### config.mk
export PLATFORM = sky130hd
export DESIGN_NAME = imm_encoder
export DESIGN_NICKNAME = d
export VERILOG_FILES = /design/src/rtl/imm_encoder.sv
export SDC_FILE = /design/constraint.sdc
export NUM_CORES = 1
export LEC_CHECK = 0
export CAP_MARGIN = 20
export CORE_UTILIZATION = 45
export DETAILED_ROUTE_END_ITERATION = 16
export HOLD_SLACK_MARGIN = 0.05
export PLACE_DENSITY = 0.74
export SYNTH_ARGS = -nofsm -noshare
export SYNTH_HDL_FRONTEND = slang
export SYNTH_SLANG_ARGS = --single-unit
### constraint.sdc
create_clock -name clk -period 7.4 [get_ports clk]
set_input_delay 1.48 -clock clk [delete_from_list [all_inputs] [get_ports clk]]
set_output_delay 1.48 -clock clk [all_outputs]
set_load 0.01 [all_outputs]
### src/rtl/imm_encoder.sv
// RV64I immediate encoder: packs register fields and a sign-extended immediate
// into load/store/branch/JAL instruction words, range-checked, through a small FIFO.
module imm_encoder #(
  parameter int XLEN       = 64,
  parameter int FIFO_DEPTH = 2,
  parameter int CNT_W      = 16
) (
  input  logic             clk,
  input  logic             rst_n,
  input  logic             in_valid,
  output logic             in_ready,
  input  logic [6:0]       in_opcode,
  input  logic [4:0]       in_rd,
  input  logic [4:0]       in_rs1,
  input  logic [4:0]       in_rs2,
  input  logic [2:0]       in_funct3,
  input  logic [XLEN-1:0]  in_imm,
  output logic             out_valid,
  input  logic             out_ready,
  output logic [31:0]      out_instr,
  output logic             out_err,
  output logic [CNT_W-1:0] enc_count,
  output logic [CNT_W-1:0] err_count
);

  localparam int PW = (FIFO_DEPTH > 1) ? $clog2(FIFO_DEPTH) : 1;
  localparam int OW = $clog2(FIFO_DEPTH + 1);

  localparam logic [6:0]  OP_LOAD   = 7'b0000011;
  localparam logic [6:0]  OP_STORE  = 7'b0100011;
  localparam logic [6:0]  OP_BRANCH = 7'b1100011;
  localparam logic [6:0]  OP_JAL    = 7'b1101111;
  localparam logic [31:0] NOP_INSTR = 32'h0000_0013;

  // True when v equals the sign extension of its low 'bits' bits.
  function automatic logic fits_signed(input logic [XLEN-1:0] v, input int bits);
    logic ok;
    ok = 1'b1;
    for (int i = 0; i < XLEN; i++) begin
      if (i >= bits && v[i] != v[bits-1]) ok = 1'b0;
    end
    return ok;
  endfunction

  logic [31:0]      enc_instr;
  logic             enc_ok;
  logic             enc_err;

  logic [31:0]      mem_instr [FIFO_DEPTH];
  logic             mem_err   [FIFO_DEPTH];
  logic [PW-1:0]    wr_ptr;
  logic [PW-1:0]    rd_ptr;
  logic [OW-1:0]    count;
  logic [OW-1:0]    count_next;
  logic             in_ready_q;
  logic [31:0]      last_instr;
  logic             last_err;
  logic             push;
  logic             pop;

  always_comb begin
    enc_instr = NOP_INSTR;
    enc_ok    = 1'b0;
    case (in_opcode)
      OP_LOAD: begin
        enc_ok    = fits_signed(in_imm, 12);
        enc_instr = {in_imm[11:0], in_rs1, in_funct3, in_rd, in_opcode};
      end
      OP_STORE: begin
        enc_ok    = fits_signed(in_imm, 12);
        enc_instr = {in_imm[11:5], in_rs2, in_rs1, in_funct3, in_imm[4:0], in_opcode};
      end
      OP_BRANCH: begin
        enc_ok    = fits_signed(in_imm, 13) && !in_imm[0];
        enc_instr = {in_imm[12], in_imm[10:5], in_rs2, in_rs1, in_funct3,
                     in_imm[4:1], in_imm[11], in_opcode};
      end
      OP_JAL: begin
        enc_ok    = fits_signed(in_imm, 21) && !in_imm[0];
        enc_instr = {in_imm[20], in_imm[10:1], in_imm[11], in_imm[19:12], in_rd, in_opcode};
      end
      default: enc_ok = 1'b0;
    endcase
    if (!enc_ok) enc_instr = NOP_INSTR;
    enc_err = !enc_ok;
  end

  assign in_ready  = in_ready_q;
  assign push      = in_valid && in_ready_q;
  assign out_valid = (count != '0);
  assign pop       = out_valid && out_ready;

  // When empty, the outputs hold whatever was last popped.
  assign out_instr = out_valid ? mem_instr[rd_ptr] : last_instr;
  assign out_err   = out_valid ? mem_err[rd_ptr]   : last_err;

  always_comb begin
    count_next = count;
    case ({push, pop})
      2'b10:   count_next = count + OW'(1);
      2'b01:   count_next = count - OW'(1);
      default: count_next = count;
    endcase
  end

  always_ff @(posedge clk) begin
    if (push) begin
      mem_instr[wr_ptr] <= enc_instr;
      mem_err[wr_ptr]   <= enc_err;
    end
  end

  always_ff @(posedge clk or negedge rst_n) begin
    if (!rst_n) begin
      wr_ptr     <= '0;
      rd_ptr     <= '0;
      count      <= '0;
      in_ready_q <= 1'b0;
      last_instr <= '0;
      last_err   <= 1'b0;
      enc_count  <= '0;
      err_count  <= '0;
    end else begin
      if (push) wr_ptr <= wr_ptr + PW'(1);
      if (pop) begin
        rd_ptr     <= rd_ptr + PW'(1);
        last_instr <= mem_instr[rd_ptr];
        last_err   <= mem_err[rd_ptr];
      end
      count      <= count_next;
      in_ready_q <= (count_next < OW'(FIFO_DEPTH));
      if (push) begin
        if (enc_err) begin
          if (err_count != '1) err_count <= err_count + CNT_W'(1);
        end else begin
          if (enc_count != '1) enc_count <= enc_count + CNT_W'(1);
        end
      end
    end
  end

endmodule

==> impl_results.md <==
- Total clock buffers created by CTS: 17
- Initial antenna violation count: 0
- Critical Path Start Type: input port
- Critical path class: in2reg
- Ys flop type: dfrtp_1
- First-pass GRT wire length: roughly 25 mm
- Post-placement cell count: around 900
- Worst min path class: reg2reg
- Ports: between 150 and 200
- Worst skew pair latency: 0.41 ns
- Crit share post-route: approximately 63%
- CTS tree: yes
- Post-synth EDFFs: 66
- DIE HEIGHT: approximately 120 µm
- Setup TNS: 0 ns
- Slew HR: between 30% and 40%
- Final #Nets: approximately 850
- Worst r2r src: count[1]$_DFF_PN0_
- RSZ-0062 raised after global routing: no
- Maximum vdd drop: roughly 0.18 mV
- Non-filler cells, final: around 940
- Max Transition Viols Final: 0
- Yosys warns: 0
- Site Rows: 43
- Port Buf Inserts: between 150 and 200
- Max_cap viols: 0
- Final Hold Viols: 0
- Post-CTS sizing: 0
- Clock-pin slew on the worst setup and hold paths: roughly 0.05 ns
- Gr usage total: about 22%
- Routed via count: about 5.2k
- Worst slew pin tran: between 1 and 1.5 ns
- CP Capture Type: flop
- Synthesized flop and latch total: around 140
- Clock sinks: 136
- N_diodes: 0
- Vias in the first global route: 5281
- Synthesized instance count: just under 600
- Hold wc startpoint: last_instr[28]$_DFFE_PN0P_
- WL final: 15.8 mm
- Final setup violation count: 0
- Ratio of cells with drive above 1 in the final layout: around 7%
- Starting Density: around 47%
- F_max: roughly 210 MHz
- Detail Route Antenna Nets: 0
- Core ar.: approximately 14000 µm²
- Syn_area_per_cell: 11.0 µm²
- Post-synth cell types: 50
- Post-DP HPWL: about 11 mm
- Post-CTS setup buffer count: 0
- CP required: about 7.7 ns
- Vias per cell: 5.49
- Crit path DAT: around 5.0 ns
- Power density cells: between 300 and 400 nW/µm²
- Seq/Total Area, Yosys: ~57%
- Global placer's final weighted congestion: 0.888
- Shortest period the worst path allows: roughly 4.7 ns
- Routed len/inst: between 15 and 20 µm
- Status: finished clean
- First-pass DRT Iterations: 5
- Cts hold-fix bufs: 0
- Synth Cell Area: around 6500 µm²
- Largest net degree at the start of global routing: between 70 and 80
- Total gr overflow: 0
- Initial DRC Count: 295
- Die area: 15000 µm²
- # fillers: between 1k and 1.5k
- Async SR Flop Fraction: 51.5%
- Depth of the CTS H-tree: 4
- CP startpoint: in_imm[20]
- Syn-to-layout area delta: 35.4%
- Crit Path Max Fanout: 53
- Clock Skew: roughly 0.0057 ns
- Leakage power: 0.00345 µW
- Root Buffer: clkbuf_16
- Clock tree buffer depth: 2
- DRC Markers: 0
- Die width: between 100 and 150 µm
path summary, 6_finish.rpt:
check / cells past startpoint / end / slack, ns
min in group asynchronous: 1 / err_count[5]$_DFFE_PN0P_ / 1.20
max: 10 / mem_instr[0][22]$_DFFE_PP_ / 2.71
max reg2reg: 9 / in_ready$_DFF_PN0_ / 4.76
max in group asynchronous: 1 / rd_ptr$_DFFE_PN0P_ / 5.52
min: 2 / last_instr[28]$_DFFE_PN0P_ / 0.48
min reg2reg: 2 / last_instr[28]$_DFFE_PN0P_ / 0.48
kinds of logic (layout without fill, tap and decap cells):
| group | count (synthesis) | count (layout) | share of synthesized area [%] |
|---|---|---|---|
| DFF | 136 | 136 | 57.0 |
| buffers and inverters | 36 | 202 | 2.20 |
| AOI/OAI and AO/OA | 104 | 104 | 9.96 |
| other | 1 | 4 | 0.0573 |
| and+or+nand+nor | 244 | 244 | 19.8 |
| xor gates and xnor gates | 32 | 32 | 4.28 |
| adders and majority gates | 3 | 3 | 0.574 |
| muxes | 39 | 39 | 6.04 |
synth_stat cells (all sizes together), types with 18 or more instances:
cell type,number,area share [%]
o21ai,36,2.8
a21oi,37,2.8
clkbuf,22,1.3
nand4,23,2.2
edfxtp,66,30
dfrtp,70,27
nand2,45,2.6
nand3,25,1.9
nor2,62,3.6
mux2i,35,5.4
and3,20,1.9
xnor2,18,2.4
metrics by stage:
| stage | cell area, µm² | setup WS, ns | util, % | hold WS (ns) | power, µW |
|---|---|---|---|---|---|
| 5_1_grt | 8860 | 2.51 | 63.1 | 0.507 | 3110 |
| 3_5_place_dp | 8300 | 2.30 | 59.1 | 0.471 | 2140 |
| 6_report | 8860 | 2.71 | 63.1 | 0.479 | 2930 |
| 3_3_place_gp | 8300 | 2.42 | 59.1 | 0.462 | 2100 |
| 4_1_cts | 8860 | 2.72 | 63.1 | 0.483 | 2950 |
| 2_1_floorplan | 6560 | 3.39 | - | 0.450 | 1630 |
layer usage:
layer	global-route usage [%]	share of wire (%)	wire length (µm)
met5	0	0	0
met4	7.39	1.5	232
met3	5.99	5.9	928
met2	36.8	50	7920
met1	27.9	43	6730
worst max-delay path, cell delays in order:
cell and delay (ns):
clkdlybuf4s50_1 0.51, or4_4 0.58, nor3_2 0.20, a32oi_1 0.12, or4_4 0.54, o32ai_4 0.33, a41oi_4 0.04, buf_4 0.35
nor2b_1 0.50, a22o_1 0.27
power breakdown:
group          internal, µW  leakage [µW]  total, µW  switching, µW
Clock                   510      0.000274        806            296
Sequential              987       0.00152       1120            136
Combinational           512       0.00166        997            485
placed cells by master (no fill, tap or decap), drive strengths merged, types with 6 or more instances in the layout:
| cell | instances |
|---|---|
| a21oi | 37 |
| clkbuf | 23 |
| dfrtp | 70 |
| nand4 | 23 |
| a22oi | 9 |
| clkdlybuf4s50 | 158 |
| a22o | 8 |
| mux2i | 35 |
| nor2b | 8 |
| buf | 6 |
| nor4 | 7 |
| nand2 | 45 |
| xnor2 | 18 |
| nand3 | 25 |
| xor2 | 14 |
| nor3 | 16 |
| and3 | 20 |
| edfxtp | 66 |
| o21ai | 36 |
| nor2 | 62 |
| and2 | 6 |
| or4 | 10 |
| inv | 6 |
final cells by class:
cell class | instances | area (µm²) | area share, %
flip-flops and latches | 136 | 3730 | 42.1
multi-input cells | 426 | 2690 | 30.3
repair buffers | 164 | 1630 | 18.3
clock buffers | 23 | 468 | 5.28
well taps | 180 | 225 | 2.54
clock inverters | 9 | 98.8 | 1.12
inverters | 6 | 22.5 | 0.254
registers in the layout (all words and copies together) (netlist names):
register    flops
err_count      16
wr_ptr          1
mem_err         2
enc_count      16
last_instr     32
mem_instr      64
count           2
in_ready        1
last_err        1
rd_ptr          1
(Power assumes the default switching activity.)
